## config.mk

```make
export PLATFORM = sky130hd
export DESIGN_NAME = calendar_set_core
export DESIGN_NICKNAME = d
export VERILOG_FILES = /design/src/rtl/calendar_set_core.sv
export SDC_FILE = /design/constraint.sdc
export NUM_CORES = 1
export LEC_CHECK = 0
export BUFFER_PORTS_ARGS = -buffer_cell sky130_fd_sc_hd__buf_2
export CAP_MARGIN = 15
export CORE_ASPECT_RATIO = 1.5
export CORE_UTILIZATION = 30
export CTS_CLUSTER_SIZE = 25
export DETAILED_ROUTE_END_ITERATION = 10
export PLACE_DENSITY = 0.49
export REMOVE_ABC_BUFFERS = 1
export SLEW_MARGIN = 20
export SYNTH_ARGS = -nofsm -noshare
export SYNTH_HDL_FRONTEND = slang
export SYNTH_SLANG_ARGS = --single-unit
```

## constraint.sdc

```tcl
create_clock -name clk -period 11.12 [get_ports clk]
set_clock_uncertainty 0.05 [all_clocks]
set_input_delay 0.556 -clock clk [delete_from_list [all_inputs] [get_ports clk]]
set_output_delay 0.556 -clock clk [all_outputs]
set_load 0.03 [all_outputs]
```

## src/rtl/calendar_set_core.sv

```systemverilog
// Real-time calendar/clock with a mode/plus/minus field-set FSM.
// Keeps binary time registers; BCD outputs are decoded from them.
module calendar_set_core #(
  parameter int unsigned SEC_DIV   = 40000000,
  parameter int unsigned YEAR_BASE = 2000
) (
  input  logic        clk,
  input  logic        rst_n,
  input  logic        mode,
  input  logic        plus,
  input  logic        minus,
  input  logic        h12,
  output logic [15:0] year_bcd,
  output logic [7:0]  mon_bcd,
  output logic [7:0]  day_bcd,
  output logic [7:0]  hour_bcd,
  output logic [7:0]  min_bcd,
  output logic [7:0]  sec_bcd,
  output logic        pm,
  output logic [4:0]  field_sel,
  output logic        sec_tick
);

  localparam int unsigned   PW        = $clog2(SEC_DIV);
  localparam logic [PW-1:0] PRESC_MAX = PW'(SEC_DIV - 1);

  typedef enum logic [2:0] {
    S_RUN,
    S_SET_YEAR,
    S_SET_MON,
    S_SET_DAY,
    S_SET_HOUR,
    S_SET_MIN
  } state_t;

  state_t        r_state;
  logic [4:0]    r_field_sel;
  logic [PW-1:0] r_presc;
  logic [6:0]    r_year_off;
  logic [3:0]    r_mon;
  logic [4:0]    r_day;
  logic [4:0]    r_hour;
  logic [5:0]    r_min;
  logic [5:0]    r_sec;

  logic          w_tick;
  logic          w_up;
  logic          w_dn;
  logic          w_adj;
  logic [4:0]    w_dim;
  logic [4:0]    w_dim_ymod;
  logic [4:0]    w_dim_mmod;
  logic [6:0]    w_year_step;
  logic [3:0]    w_mon_step;
  logic [4:0]    w_day_step;
  logic [4:0]    w_hour_step;
  logic [5:0]    w_min_step;
  state_t        w_state_nxt;
  logic [4:0]    w_sel_nxt;
  logic [4:0]    w_hour_disp;
  logic [15:0]   w_year;

  // Only the low two bits of the full year matter for the leap test.
  function automatic logic f_leap(input logic [6:0] off);
    logic [1:0] s;
    s = 2'(YEAR_BASE) + off[1:0];
    return (s == 2'b00);
  endfunction

  function automatic logic [4:0] f_dim(input logic [3:0] mon, input logic leap);
    logic [4:0] d;
    case (mon)
      4'd2:                    d = leap ? 5'd29 : 5'd28;
      4'd4, 4'd6, 4'd9, 4'd11: d = 5'd30;
      default:                 d = 5'd31;
    endcase
    return d;
  endfunction

  function automatic logic [7:0] f_bcd2(input logic [6:0] v);
    return {4'(v / 7'd10), 4'(v % 7'd10)};
  endfunction

  always_comb begin
    w_tick = (r_state == S_RUN) && (r_presc == PRESC_MAX);
    w_up   = plus  & ~minus & ~mode;
    w_dn   = minus & ~plus  & ~mode;
    w_adj  = w_up | w_dn;
    w_dim  = f_dim(r_mon, f_leap(r_year_off));

    if (w_up) begin
      w_year_step = (r_year_off >= 7'd99) ? 7'd0  : r_year_off + 7'd1;
      w_mon_step  = (r_mon >= 4'd12)      ? 4'd1  : r_mon + 4'd1;
      w_day_step  = (r_day >= w_dim)      ? 5'd1  : r_day + 5'd1;
      w_hour_step = (r_hour >= 5'd23)     ? 5'd0  : r_hour + 5'd1;
      w_min_step  = (r_min >= 6'd59)      ? 6'd0  : r_min + 6'd1;
    end else begin
      w_year_step = (r_year_off == 7'd0)  ? 7'd99 : r_year_off - 7'd1;
      w_mon_step  = (r_mon <= 4'd1)       ? 4'd12 : r_mon - 4'd1;
      w_day_step  = (r_day <= 5'd1)       ? w_dim : r_day - 5'd1;
      w_hour_step = (r_hour == 5'd0)      ? 5'd23 : r_hour - 5'd1;
      w_min_step  = (r_min == 6'd0)       ? 6'd59 : r_min - 6'd1;
    end

    // Month length after a year/month edit, used to clamp the day.
    w_dim_ymod = f_dim(r_mon, f_leap(w_year_step));
    w_dim_mmod = f_dim(w_mon_step, f_leap(r_year_off));

    case (r_state)
      S_RUN: begin
        w_state_nxt = S_SET_YEAR;
        w_sel_nxt   = 5'b00001;
      end
      S_SET_YEAR: begin
        w_state_nxt = S_SET_MON;
        w_sel_nxt   = 5'b00010;
      end
      S_SET_MON: begin
        w_state_nxt = S_SET_DAY;
        w_sel_nxt   = 5'b00100;
      end
      S_SET_DAY: begin
        w_state_nxt = S_SET_HOUR;
        w_sel_nxt   = 5'b01000;
      end
      S_SET_HOUR: begin
        w_state_nxt = S_SET_MIN;
        w_sel_nxt   = 5'b10000;
      end
      default: begin
        w_state_nxt = S_RUN;
        w_sel_nxt   = 5'b00000;
      end
    endcase

    if (!h12)
      w_hour_disp = r_hour;
    else if (r_hour == 5'd0)
      w_hour_disp = 5'd12;
    else if (r_hour > 5'd12)
      w_hour_disp = r_hour - 5'd12;
    else
      w_hour_disp = r_hour;

    w_year = 16'(YEAR_BASE) + {9'd0, r_year_off};
  end

  always_ff @(posedge clk or negedge rst_n) begin
    if (!rst_n) begin
      r_state     <= S_RUN;
      r_field_sel <= '0;
      r_presc     <= '0;
      r_year_off  <= '0;
      r_mon       <= 4'd1;
      r_day       <= 5'd1;
      r_hour      <= '0;
      r_min       <= '0;
      r_sec       <= '0;
    end else begin
      if (mode) begin
        r_state     <= w_state_nxt;
        r_field_sel <= w_sel_nxt;
      end

      case (r_state)
        S_RUN: begin
          // Full carry chain resolves on the tick edge; a same-cycle mode
          // pulse still lets the tick through.
          if (w_tick) begin
            r_presc <= '0;
            if (r_sec == 6'd59) begin
              r_sec <= '0;
              if (r_min == 6'd59) begin
                r_min <= '0;
                if (r_hour == 5'd23) begin
                  r_hour <= '0;
                  if (r_day >= w_dim) begin
                    r_day <= 5'd1;
                    if (r_mon >= 4'd12) begin
                      r_mon      <= 4'd1;
                      r_year_off <= (r_year_off >= 7'd99) ? 7'd0 : r_year_off + 7'd1;
                    end else begin
                      r_mon <= r_mon + 4'd1;
                    end
                  end else begin
                    r_day <= r_day + 5'd1;
                  end
                end else begin
                  r_hour <= r_hour + 5'd1;
                end
              end else begin
                r_min <= r_min + 6'd1;
              end
            end else begin
              r_sec <= r_sec + 6'd1;
            end
          end else begin
            r_presc <= r_presc + PW'(1);
          end
        end
        S_SET_YEAR: begin
          if (w_adj) begin
            r_year_off <= w_year_step;
            if (r_day > w_dim_ymod) r_day <= w_dim_ymod;
          end
        end
        S_SET_MON: begin
          if (w_adj) begin
            r_mon <= w_mon_step;
            if (r_day > w_dim_mmod) r_day <= w_dim_mmod;
          end
        end
        S_SET_DAY: begin
          if (w_adj) r_day <= w_day_step;
        end
        S_SET_HOUR: begin
          if (w_adj) r_hour <= w_hour_step;
        end
        S_SET_MIN: begin
          if (mode) begin
            r_sec   <= '0;
            r_presc <= '0;
          end else if (w_adj) begin
            r_min <= w_min_step;
          end
        end
        default: begin
          r_presc <= '0;
        end
      endcase
    end
  end

  // h12 is a static display-format level, so it steers the hour decode directly.
  assign year_bcd  = {4'(w_year / 16'd1000 % 16'd10), 4'(w_year / 16'd100 % 16'd10),
                      4'(w_year / 16'd10 % 16'd10),   4'(w_year % 16'd10)};
  assign mon_bcd   = f_bcd2({3'd0, r_mon});
  assign day_bcd   = f_bcd2({2'd0, r_day});
  assign hour_bcd  = f_bcd2({2'd0, w_hour_disp});
  assign min_bcd   = f_bcd2({1'b0, r_min});
  assign sec_bcd   = f_bcd2({1'b0, r_sec});
  assign pm        = (r_hour >= 5'd12);
  assign field_sel = r_field_sel;
  assign sec_tick  = w_tick;

endmodule

```

### Yosys cells after proc, flatten, opt, wreduce, memory -nomap -nowiden

Index checks and enable logic that the tools add are counted.

* memories: 0
* RAM bits: 0
* bits in read-only memories: 0
* register bits: 67
* bits in latches: 0
* input bits: 6

* reductions and logical operators: 22
* shift-type cells: 0
* multiply operators: 0
* divide/modulo/power cells: 17
* bitwise operators: 9
* equality and inequality tests: 34
* $lt $le $gt $ge: 11
* mux-type cells: 69
* add/sub/neg operators: 14

Operators with widths (count)
* 5-bit two-way mux: 23
* 26-bit one-hot mux with 3 select lines: 1
* 7-bit two-way mux: 10
* 6-bit two-way mux: 11
* 16-bit by 4-bit modulo with 16-bit output, second input constant: 4
* 26-bit two-way mux: 2
* 4-bit two-way mux: 9
* 26-bit by 1-bit adder with 26-bit output, second input constant: 1
* 26-bit equality test, second input constant: 1
* 5-bit one-hot mux with 5 select lines: 1
* 6-bit one-hot mux with 2 select lines: 2
* 2-bit inequality test, second input constant: 10
* 5-bit one-hot mux with 4 select lines: 1
* 16-bit by 10-bit divider with 16-bit output, second input constant: 1
* 16-bit by 4-bit divider with 16-bit output, second input constant: 1
* 16-bit by 7-bit divider with 16-bit output, second input constant: 1
* 4-bit by 3-bit equality test with 1-bit output, second input constant: 4
* 4-bit equality test, second input constant: 4
* 3-bit one-hot mux with 5 select lines: 1
* 5-bit by 4-bit divider with 7-bit output, second input constant: 2
* 6-bit by 4-bit divider with 7-bit output, second input constant: 2
* 5-bit by 4-bit modulo with 7-bit output, second input constant: 2
* 6-bit by 4-bit modulo with 7-bit output, second input constant: 2
* 7-bit one-hot mux with 2 select lines: 1
* 51 further kinds: 79

### Longest topological paths before layout

* word-level depth: 11
* depth in mapped cells: 33
* mapped depth without buffers: 28

### Worst setup path before layout

OpenSTA, ideal clock, no wires.

* path type: register -> output
* start point: reg r_year_off[5]
* end point: out year_bcd[7]
* path buffers: 5
* stages on the path, launching flop included: 33
* setup slack: 2.822 ns
* arrival: 7.692 ns
* data required time: 10.514 ns
* cells stage by stage: dfrtp_1 -> ha_1 -> inv_1 -> ha_1 -> clkbuf_1 -> clkbuf_1 -> inv_1 -> ha_1 -> nand2b_1 -> a21oi_1 -> o31a_1 -> o2bb2ai_1 -> a21oi_1 -> o21ai_0 -> a31oi_1 -> or3_1 -> buf_2 -> or4_1 -> buf_2 -> o21a_4 -> o21ai_4 -> o22a_2 -> nand2_2 -> mux2_4 -> or4b_4 -> nor4b_4 -> buf_6 -> nand4_2 -> a32oi_2 -> inv_2 -> ha_1 -> or3_1 -> o211ai_1

* cells in the longest elaborated chain, start to end: 3

RTL lines
* start, declared: line 39 `logic [6:0] r_year_off;`
* start signal, assigned: line 181 `r_year_off <= (r_year_off >= 7'd99) ? 7'd0 : r_year_off + 7'd1;`
* start signal, assigned: line 203 `r_year_off <= w_year_step;`
* 11-bit by 7-bit adder with 12-bit output: line 145 `w_year = 16'(YEAR_BASE) + {9'd0, r_year_off};`
* 16-bit by 4-bit divider with 16-bit output: line 236 `4'(w_year / 16'd10 % 16'd10), 4'(w_year % 16'd10)};`
* 16-bit by 4-bit modulo with 16-bit output: line 236
* end, declared: line 13 `output logic [15:0] year_bcd,`

No other way between the ends.

### Final worst setup path

Same ends and word-level chain as after synthesis.

==> run summary <==
Synth cell types: 103
RSZ-0062 raised after global routing: no
final setup violation count: 0
Cell Rows: 81
Avg Inst Size Synth: 7.11 um^2
period utilisation layout: 0.879
fraction of registers with async set/reset: 1.00
first-pass GRT wire length: 50.5 mm
status: finished, final reports clean
Yosys reg bits: 67
post-route insts no fill: 1817
worst r2r src: r_year_off[1]
Post-synth EDFFs: 0
Mapped Cells: 1390
Area Growth Syn to Fin: 8.77%
cell mode on critical path: ha_1
Final WS setup: 1340 ps
setup TNS: 0 ps
final net count: 1476
f_max: 102 MHz
post-route ant nets: 0
Placer Congestion: 0.929
vias per cell: 5.75
Total GRT Usage: 0.183
CTS Hold Buffers Added: 0
critical path endpoint category: output port
post-layout min period: 9780 ps
FF-to-FF path depth: 17
max_cap viols: 0
port bufs: 58
pin count of the biggest net entering global routing: 68
Worst-path clk slew: 70 ps
via count: 10400
die height: 224 um
Critical Setup Path Class: reg -> out
worst path required time: 10510 ps
Root Driver: clkbuf_16
reg2reg end: r_day[3]
Crit-path slowest cell: or4_1
crit-path max FO: 15
CTS sink cnt: 67
r2r setup slk: 7130 ps
final WL: 31.1 mm
DP Wirelength: 24.0 mm
most used flip-flop cell after synthesis: dfrtp_1
CTS tree: yes
DRT iter0 DRCs: 450
Die ar.: 0.0337 mm^2
worst path bufs/invs: 4
dpl ws: 1790 ps
post-CTS setup buffer count: 0
wire per inst: 17.1 um
Slew Viols, Final: 0
crit path launch type: flop
clk buf depth: 2
HP Class: in -> async
vias in the first global route: 10200
Filler cells: 3539
diode count: 0
CTS Buf Count: 9
Worst path max stage delay: 830 ps
worst rel slew slack: 0.336
sequential fraction of the synthesis area: 0.170
Post-Place Cells: 1801
core box area: 0.0325 mm^2
share of cells above drive strength 1: 0.101
# DRC: 0
Post-CTS Resized: 0
Worst-Skew Late Latency: 340 ps
maximum level of the CTS H-tree: 3
starting density of the core: 0.304
Yosys warnings: 0
width of the die: 150 um
Mapped Area: 0.00988 mm^2
gr ovfl total: 0
initial antenna violation count: 0
first drt pass iteration count: 5
Fin. Hold Viols: 0
CP top delay family: simple AND/OR/NAND/NOR gates
IO Pins: 69
Worst Path Arrival: 9170 ps
Slew @ Worst Pin: 983 ps
## synth_stat cells (all sizes together), types with 13 or more instances
master  instances  area, um^2
nand3          71         355
ha             73         913
a21oi          98         494
a31oi          24         150
a211oi         18         148
nand2b         22         138
o31ai          19         143
o211ai         13         103
nor3           40         210
and2           13        81.3
nand2         142         536
nor4           13         126
buf            27         180
nor2b          13        81.3
xor2           16         140
o21ai         136         696
or3            13        81.3
o22ai          21         131
dfrtp          65        1630
xnor2          45         394
clkbuf         59         221
inv            63         236
nor2          138         518
and3           19         119
## cells in the final DEF, fill, tap and decap left out, types with 21 or more instances in the layout
cell type,count
xnor2_1,45
dfrtp_1,65
nand2_1,141
buf_2,58
o21ai_0,127
inv_1,61
nor2_1,138
ha_1,73
nor3_1,38
a21oi_1,96
nand2b_1,22
nand3_1,71
a31oi_1,24
o22ai_1,21
## layer usage
layer	global-route usage	routed length [um]
met5	0	0
met4	0.0834	1170
met3	0.0150	885
met2	0.356	16800
met1	0.196	12300
## worst max-delay path by stage
stage | to | startpoint | cells past startpoint | slack (ps)
after global placement | year_bcd[7] | r_year_off[5] | 28 | 1900
after global routing | year_bcd[7] | r_year_off[5] | 28 | 700
after detailed placement | year_bcd[7] | r_year_off[5] | 28 | 1790
final | year_bcd[7] | r_year_off[5] | 28 | 1340
after floorplan | year_bcd[7] | r_year_off[4] | 25 | 1100
after CTS | year_bcd[7] | r_year_off[5] | 28 | 1390
## sequential cells by signal, indices dropped and copies added, names as in the netlist
signal and flops:
r_presc 26, r_year_off 7, r_mon 4, r_state 3, field_sel 5, r_day 5, r_sec 6, r_hour 5
r_min 6
## area by class of cell
cell class / instances / area, um^2 / area share
well taps: 415 / 519 / 0.0483
repair buffers: 73 / 403 / 0.0375
inverters: 65 / 244 / 0.0227
flip-flops and latches: 67 / 1680 / 0.156
clock inverters: 7 / 83.8 / 0.00780
clock buffers: 9 / 225 / 0.0209
multi-input cells: 1181 / 7600 / 0.707
## stage by stage
stage	cell area (um^2)	hold slack, ps	util
2_1_floorplan	9520	210	-
3_3_place_gp	10400	436	0.321
3_5_place_dp	10400	441	0.321
4_1_cts	10800	424	0.330
5_1_grt	10800	476	0.330
6_report	10800	366	0.330
## kinds of logic after synthesis
group,Yosys count,share of synthesized area
fa+ha+maj,77,0.0965
simple gates,544,0.279
compound gates,469,0.313
xor+xnor,61,0.0541
buf+inv,151,0.0653
mux,20,0.0216
flops,67,0.170
other cells,1,0.000379
Power is not shown: default switching activity piles up to over one toggle a cycle in this logic, so the estimate is an artifact.
